<file path="src/rtl/jtexterm_sub_bus_if.sv">
// Sub Z80 bus bundle for the exterm sound CPU: address, strobes, data and
// the WAIT/INT lines returned by the bus controller.
interface jtexterm_sub_bus_if;
   logic [15:0] A;
   logic        mreq_n;
   logic        iorq_n;
   logic        m1_n;
   logic        rd_n;
   logic        wr_n;
   logic [7:0]  cpu_dout;
   logic [7:0]  cpu_din;
   logic        wait_n;
   logic        int_n;

   modport master (
      output A, mreq_n, iorq_n, m1_n, rd_n, wr_n, cpu_dout,
      input  cpu_din, wait_n, int_n
   );

   modport slave (
      input  A, mreq_n, iorq_n, m1_n, rd_n, wr_n, cpu_dout,
      output cpu_din, wait_n, int_n
   );
endinterface

</file>
<file path="src/rtl/jtexterm_sub_bus.sv">
// Sound (sub) CPU bus controller for exterm: sequences Z80 accesses to ROM,
// shared RAM and FM with wait states, and owns the sound IRQ and sub reset.
module jtexterm_sub_bus #(
   parameter logic [15:0] IRQ_DIV     = 16'd24000,
   parameter logic [4:0]  RST_STRETCH = 5'd16
)(
   input  logic        clk,
   input  logic        rst,
   input  logic        cen,
   input  logic        snd_rstn,
   output logic        cpu_rstn,
   jtexterm_sub_bus_if.slave bus,
   output logic [12:0] shr_addr,
   output logic [7:0]  shr_din,
   output logic        shr_we,
   input  logic [7:0]  shr_dout,
   output logic [14:0] rom_addr,
   output logic        rom_cs,
   input  logic        rom_ok,
   input  logic [7:0]  rom_data,
   output logic        fm_cs,
   output logic        fm_wrn,
   input  logic [7:0]  fm_dout
);
   typedef enum logic [3:0] {
      IDLE, ROM0, ROM, SRD0, SRD, SWR, FM0, FM, NUL, END
   } state_t;

   state_t      state, state_nxt;
   logic        snd_s1, snd_s2, abort;
   logic [4:0]  rst_cnt;
   logic [15:0] irq_cnt;
   logic        irq_set, irq_ack, int_r;
   logic        done, done_nxt;
   logic [7:0]  din_r, din_nxt;
   logic        access_active, start, is_wr;
   logic        rom_sel, shr_sel, fm_sel;

   assign shr_addr = bus.A[12:0];
   assign shr_din  = bus.cpu_dout;
   assign rom_addr = bus.A[14:0];
   assign fm_wrn   = bus.wr_n;

   assign rom_sel = !bus.A[15];
   assign shr_sel = bus.A[15:13] == 3'b100;
   assign fm_sel  = bus.A[15:1] == 15'h5000;
   assign is_wr   = !bus.wr_n;

   assign access_active = !bus.mreq_n && (!bus.rd_n || !bus.wr_n);
   assign start         = access_active && state == IDLE && !done;

   // The raw request is used alongside the synchronised one so that a reset
   // arriving on the start edge already suppresses the strobes.
   assign abort = !snd_s2 || !snd_rstn;

   assign bus.wait_n = !(access_active && !done && !abort);
   assign bus.int_n  = int_r;
   assign bus.cpu_din = din_r;
   assign rom_cs = state == ROM0 || state == ROM;
   assign shr_we = state == SWR && !abort;
   assign fm_cs  = state == FM0 && !abort;

   // Sub reset: 2-flop sync plus a stretch counted in cen pulses
   always_ff @(posedge clk or posedge rst) begin
      if (rst) begin
         snd_s1  <= 1'b0;
         snd_s2  <= 1'b0;
         rst_cnt <= '0;
      end else begin
         snd_s1 <= snd_rstn;
         snd_s2 <= snd_s1;
         if (!snd_s2)
            rst_cnt <= RST_STRETCH;
         else if (cen && rst_cnt != '0)
            rst_cnt <= rst_cnt - 5'd1;
      end
   end

   assign cpu_rstn = snd_s2 && rst_cnt == '0;

   assign irq_ack = !bus.iorq_n && !bus.m1_n;
   assign irq_set = cen && irq_cnt == IRQ_DIV - 16'd1;

   always_ff @(posedge clk or posedge rst) begin
      if (rst) begin
         irq_cnt <= '0;
         int_r   <= 1'b1;
      end else if (!snd_s2) begin
         irq_cnt <= '0;
         int_r   <= 1'b1;
      end else begin
         if (cen)
            irq_cnt <= irq_set ? '0 : irq_cnt + 16'd1;
         if (irq_ack)
            int_r <= 1'b1;
         else if (irq_set)
            int_r <= 1'b0;
      end
   end

   always_ff @(posedge clk or posedge rst) begin
      if (rst) begin
         state <= IDLE;
         done  <= 1'b0;
         din_r <= '1;
      end else begin
         state <= state_nxt;
         done  <= done_nxt;
         din_r <= din_nxt;
      end
   end

   always_comb begin
      state_nxt = state;
      done_nxt  = done;
      din_nxt   = din_r;
      if (bus.mreq_n)
         done_nxt = 1'b0;
      case (state)
         IDLE: if (start) begin
            if (rom_sel)      state_nxt = is_wr ? NUL : ROM0;
            else if (shr_sel) state_nxt = is_wr ? SWR : SRD0;
            else if (fm_sel)  state_nxt = FM0;
            else              state_nxt = NUL;
         end
         ROM0: state_nxt = ROM;
         ROM: if (rom_ok) begin
            din_nxt   = rom_data;
            done_nxt  = 1'b1;
            state_nxt = END;
         end
         SRD0: state_nxt = SRD;
         SRD: begin
            din_nxt   = shr_dout;
            done_nxt  = 1'b1;
            state_nxt = END;
         end
         SWR: begin
            done_nxt  = 1'b1;
            state_nxt = END;
         end
         FM0: state_nxt = FM;
         FM: begin
            if (!bus.rd_n)
               din_nxt = fm_dout;
            done_nxt  = 1'b1;
            state_nxt = END;
         end
         NUL: begin
            din_nxt   = 8'hFF;
            done_nxt  = 1'b1;
            state_nxt = END;
         end
         END: if (bus.mreq_n) state_nxt = IDLE;
         default: state_nxt = IDLE;
      endcase
      if (abort) begin
         state_nxt = IDLE;
         done_nxt  = 1'b0;
      end
   end
endmodule

</file>
<file path="src/flat_wrapper.sv">
// flat-port wrapper written by rule: the top's interface ports become plain ports
module jtexterm_sub_bus_flat 
#(
   parameter logic [15:0] IRQ_DIV     = 16'd24000,
   parameter logic [4:0]  RST_STRETCH = 5'd16
)
  (clk, rst, cen, snd_rstn, cpu_rstn, shr_addr, shr_din, shr_we, shr_dout, rom_addr, rom_cs, rom_ok, rom_data, fm_cs, fm_wrn, fm_dout, bus_A, bus_mreq_n, bus_iorq_n, bus_m1_n, bus_rd_n, bus_wr_n, bus_cpu_dout, bus_cpu_din, bus_wait_n, bus_int_n);
  jtexterm_sub_bus_if bus_i ();
  input  logic clk;
  input  logic rst;
  input  logic cen;
  input  logic snd_rstn;
  output logic cpu_rstn;
  output logic [12:0] shr_addr;
  output logic [7:0] shr_din;
  output logic shr_we;
  input  logic [7:0] shr_dout;
  output logic [14:0] rom_addr;
  output logic rom_cs;
  input  logic rom_ok;
  input  logic [7:0] rom_data;
  output logic fm_cs;
  output logic fm_wrn;
  input  logic [7:0] fm_dout;
  input wire logic [$bits(bus_i.A)-1:0] bus_A;
  input wire logic [$bits(bus_i.mreq_n)-1:0] bus_mreq_n;
  input wire logic [$bits(bus_i.iorq_n)-1:0] bus_iorq_n;
  input wire logic [$bits(bus_i.m1_n)-1:0] bus_m1_n;
  input wire logic [$bits(bus_i.rd_n)-1:0] bus_rd_n;
  input wire logic [$bits(bus_i.wr_n)-1:0] bus_wr_n;
  input wire logic [$bits(bus_i.cpu_dout)-1:0] bus_cpu_dout;
  output wire logic [$bits(bus_i.cpu_din)-1:0] bus_cpu_din;
  output wire logic [$bits(bus_i.wait_n)-1:0] bus_wait_n;
  output wire logic [$bits(bus_i.int_n)-1:0] bus_int_n;
  assign bus_i.A = bus_A;
  assign bus_i.mreq_n = bus_mreq_n;
  assign bus_i.iorq_n = bus_iorq_n;
  assign bus_i.m1_n = bus_m1_n;
  assign bus_i.rd_n = bus_rd_n;
  assign bus_i.wr_n = bus_wr_n;
  assign bus_i.cpu_dout = bus_cpu_dout;
  assign bus_cpu_din = bus_i.cpu_din;
  assign bus_wait_n = bus_i.wait_n;
  assign bus_int_n = bus_i.int_n;
  jtexterm_sub_bus #(.IRQ_DIV(IRQ_DIV), .RST_STRETCH(RST_STRETCH)) u_core (.clk(clk), .rst(rst), .cen(cen), .snd_rstn(snd_rstn), .cpu_rstn(cpu_rstn), .bus(bus_i), .shr_addr(shr_addr), .shr_din(shr_din), .shr_we(shr_we), .shr_dout(shr_dout), .rom_addr(rom_addr), .rom_cs(rom_cs), .rom_ok(rom_ok), .rom_data(rom_data), .fm_cs(fm_cs), .fm_wrn(fm_wrn), .fm_dout(fm_dout));
endmodule
</file>
<file path="config.mk">
export PLATFORM = sky130hd
export DESIGN_NAME = jtexterm_sub_bus_flat
export DESIGN_NICKNAME = d
export VERILOG_FILES = /design/src/rtl/jtexterm_sub_bus_if.sv /design/src/rtl/jtexterm_sub_bus.sv /design/src/flat_wrapper.sv
export SDC_FILE = /design/constraint.sdc
export NUM_CORES = 1
export LEC_CHECK = 0
export CAP_MARGIN = 25
export CORE_ASPECT_RATIO = 0.5
export CORE_UTILIZATION = 32
export DETAILED_ROUTE_END_ITERATION = 10
export SLEW_MARGIN = 20
export SYNTH_ARGS = -nofsm -noshare
export SYNTH_HDL_FRONTEND = slang
export SYNTH_SLANG_ARGS = --single-unit
</file>
<file path="constraint.sdc">
create_clock -name clk -period 3.2 [get_ports clk]
set_input_delay 0.64 -clock clk [delete_from_list [all_inputs] [get_ports clk]]
set_output_delay 0.64 -clock clk [all_outputs]
set_load 0.02 [all_outputs]
</file>
==> results list <==
- Status: completed
- Post-CTS Setup Bufs: 0
- Summed over all failing endpoints, the final setup total negative slack is 0 ps.
- Maximum number of pins on one net before global-route repair: 38
* Number of enable flip-flop cells after synthesis: 0
- Cell types with the largest area share after synthesis: sky130_fd_sc_hd__dfrtp_1, sky130_fd_sc_hd__buf_4, sky130_fd_sc_hd__dfstp_2
- After Yosys synthesis, full adders, half adders and majority gates account for 1.49% of the synthesized area.
* Leakage: 1.29 nW
- Setup Skew: 6.90 ps
- DRC violation total after the first TritonRoute iteration: 101
- The worst hold path begins at u_core.snd_s1.
- Worst setup path startpoint: snd_rstn
- The clock passes through at most 2 buffers.
* Simple-Gate Fraction of Synth Area: 23.2%
- In this run the vertical extent of the chip is 64.7 um.
* FF+latch count, synth: 37
- Summing every instance area after synthesis gives 2520 sq um.
- In this run, post-CTS hold repair placed 0 buffers.
- Setup repair after global routing left no endpoint under its margin.
- Launching element type of the critical path: input pin
* Final total power: 1.55 mW
- Worst-case vdd ir drop: 0.000238 V
- After detailed routing, the number of remaining DRC violations is 0.
* Clock tree sinks: 37
- Number of instances in the synthesized netlist: 272
- Crit path required time: 2560 ps
- After the last flow step, the layout net total stands at 386.
- Critical Path Most Common Cell: sky130_fd_sc_hd__clkdlybuf4s50_1
- Dividing the final minimum period by the clock period gives 91.4%.
* Count of pins on the block boundary: 109
* Via count of the first global-routing pass: 2,219
- From synthesis to final layout, the design area changed by 34.7%.
* Pre-antenna DRT Iters: 4
* Cell Pwr Density: 456 nW/um^2
- Clock-pin slew was measured on the worst setup and hold paths at 60 ps.
- Final critical-path required period: 2920 ps
- In this run the tool buffered the top-level ports with 89 buffer cells.
- For this run, the slowest stage of the critical path takes 660 ps.
- For the worst flop-to-flop path, the logic depth is 3.
* Global-route usage over all layers: 15.0%
- Among all stages on the critical path, the largest delay is contributed by sky130_fd_sc_hd__clkdlybuf4s50_1.
* Worst reg2reg startpoint: u_core.state[1]
* DR WL/cell: 13.6 um
- CTS H-tree depth: 2
- The path class of the tightest hold or removal check is reg2reg.
- Final antenna-violating net count: 0
* Share of synthesized flip-flops with an asynchronous set or reset: 100%
- The synthesized design devotes to its leading area cell type 27.8% of total area.
* Synthesized-area fraction occupied by ao, oa, aoi and oai cells: 14.5%
* Post-Synth XOR/XNOR Area: 5.22%
- Of the synthesized area, sequential elements account for 37.2%.
- In this run the clock root is driven by a sky130_fd_sc_hd__clkbuf_16.
- Fraction of final layout cells with drive strength greater than 1: 12.3%
- Dominant cell type by area after synthesis: sky130_fd_sc_hd__dfrtp_1
- In this run the tightest slew margin relative to its limit is 52.1%.
- After synthesis, the largest family of logic cells by area is simple AND/OR/NAND/NOR gates.
- Post-CTS repair changed the size of 0 cells.
* Final Slew Violations: 0
* Highest Clock Rate: 0.342 GHz
* Global placement routability congestion: 0.776
- From left edge to right edge, the die measures 127 um.
- TritonCTS created 5 clock buffers.
- In this run, distinct cell masters in the synthesized netlist total 53.
* Setup-failing EPs final: 0
* Hpwl dp: 4.53 mm
* Area of the core region: 7460 sq um
* Maximum net fanout on the critical path: 5
- The number of nets in the synthesized netlist is 333.
* Cells on Worst Hold Path: 0
* Maxcap violations: 0
- The floorplan has 22 rows.
- Final hold violations: 0
* Primary flip-flop cell chosen by synthesis mapping: sky130_fd_sc_hd__dfrtp_1
- Mean instance size in the synthesized netlist: 9.26 sq um
- For this run the aggregate overflow at the end of global routing stands at 0.
- TritonCTS clock tree: done
- For the pin with the worst max-slew slack, the measured transition is 717 ps.
- Initial core utilization: 33.7%
* Insertion delay of the later-clocked pin in the worst-skew pair: 280 ps
* Mux contribution to synthesized area: 3.58%
- By startpoint and endpoint, the worst setup path is classified as in2out.
- Global-route wire length before repair: 9.82 mm
- Full die area: 8250 sq um
- Wires add up to 5.89 mm.
- Worst path cell trace: clkdlybuf4s50_1, nand2_1, nor4_1, clkdlybuf4s50_1
- CP Capture Type: output pin
- The detailed router placed 2,162 vias in this run.
* Yosys synthesis warning count: 0
* Vias per cell: 4.98
- At the worst endpoint, the arrival time is 2280 ps.
- The number of antenna violations at the first check in global routing is 0.
* Number of diodes: 0
-- layer usage --
layer	global-route usage, %	part of all wire [%]	wire length [um]
met1	17.9	43	2510
met2	25.8	50	2950
met3	4.54	6.1	362
met4	5.36	1.2	69
met5	0	0	0
-- registers in the layout, summed over array words and instances, names as in the netlist --
name	count
u_core.bus.int_n	1
u_core.snd_s2	1
u_core.snd_s1	1
u_core.rst_cnt	5
u_core.bus.cpu_din	8
u_core.irq_cnt	16
u_core.done	1
u_core.state	4
-- power by group --
part	total, mW	leakage, nW	switching [mW]	internal, mW
clock network	0.492	0.0701	0.182	0.310
registers	0.606	0.471	0.0444	0.562
logic	0.448	0.744	0.204	0.244
-- cells in the mapped netlist (all sizes together), types with 2 or more instances --
cell type	n
a2bb2oi	9
and4	2
nor4	8
o211ai	2
dfrtp	28
mux2	8
buf	44
or4b	2
xor2	6
a31oi	2
or3	7
nor3	6
or4	2
dfstp	9
nand4	5
nor4bb	3
clkbuf	4
nand2	15
o21ai	13
nor2	20
o31ai	4
nor2b	4
nand3	9
a21oi	8
xnor2	9
ha	3
nor4b	4
nand2b	3
o22ai	8
a211oi	4
inv	9
-- through the flow --
step / cells / setup slack (ps) / utilization (%) / cell area [sq um] / hold slack, ps
finish: 434 / 276 / 45.5 / 3390 / 339
global route: 434 / 155 / 45.5 / 3390 / 342
CTS: 434 / 272 / 45.5 / 3390 / 339
detailed placement: 426 / 298 / 43.5 / 3240 / 335
global placement: 426 / 341 / 43.5 / 3240 / 333
floorplan: 272 / 966 / - / 2520 / 331
-- cells by family (layout without fill, tap and decap cells) --
group,count (synthesis),in the layout
xor gates and xnor gates,15,15
DFF,37,37
and+or+nand+nor,99,99
buffers and inverters,57,111
AOI/OAI and AO/OA,53,53
muxes,8,8
adders and majority gates,3,3
-- cell usage in the layout, fill, tap and decap left out, types with 3 or more instances in the layout --
| master | n |
|---|---|
| sky130_fd_sc_hd__a211oi_1 | 3 |
| sky130_fd_sc_hd__a21oi_1 | 7 |
| sky130_fd_sc_hd__a2bb2oi_1 | 9 |
| sky130_fd_sc_hd__buf_4 | 5 |
| sky130_fd_sc_hd__clkbuf_16 | 5 |
| sky130_fd_sc_hd__clkdlybuf4s50_1 | 89 |
| sky130_fd_sc_hd__dfrtp_1 | 28 |
| sky130_fd_sc_hd__dfstp_2 | 9 |
| sky130_fd_sc_hd__ha_1 | 3 |
| sky130_fd_sc_hd__inv_1 | 9 |
| sky130_fd_sc_hd__mux2_2 | 8 |
| sky130_fd_sc_hd__nand2_1 | 15 |
| sky130_fd_sc_hd__nand2b_1 | 3 |
| sky130_fd_sc_hd__nand3_1 | 8 |
| sky130_fd_sc_hd__nand4_1 | 5 |
| sky130_fd_sc_hd__nor2_1 | 20 |
| sky130_fd_sc_hd__nor2b_1 | 3 |
| sky130_fd_sc_hd__nor3_1 | 6 |
| sky130_fd_sc_hd__nor4_1 | 8 |
| sky130_fd_sc_hd__nor4b_1 | 4 |
| sky130_fd_sc_hd__nor4bb_1 | 3 |
| sky130_fd_sc_hd__o21ai_0 | 13 |
| sky130_fd_sc_hd__o22ai_1 | 8 |
| sky130_fd_sc_hd__o31ai_1 | 3 |
| sky130_fd_sc_hd__or3_1 | 6 |
| sky130_fd_sc_hd__xnor2_1 | 9 |
| sky130_fd_sc_hd__xor2_1 | 6 |
-- path summary, 6_finish.rpt --
check | end | slack [ps]
worst max-delay path | fm_cs | 280
worst min-delay path | u_core.snd_s2 | 340
worst max register to register | u_core.bus.cpu_din[2] | 1060
worst min register to register | u_core.snd_s2 | 340
max in group asynchronous | u_core.bus.cpu_din[3] | 2080
min in group asynchronous | u_core.rst_cnt[0] | 770
-- worst max-delay path: cells and delay by family --
kind / cells / cell delay (ps)
buffers and inverters: 2 / 1220
AND/OR/NAND/NOR: 2 / 420
-- final cells by class --
class	instances	area [sq um]
multi-input combinational	178	1210
sequential	37	937
clock inverter	1	7.51
inverter	9	33.8
clock buffer	7	143
tap	108	135
timing repair buffer	94	928
fill	726	4070
Note: power is estimated with default switching activity, not from simulation.
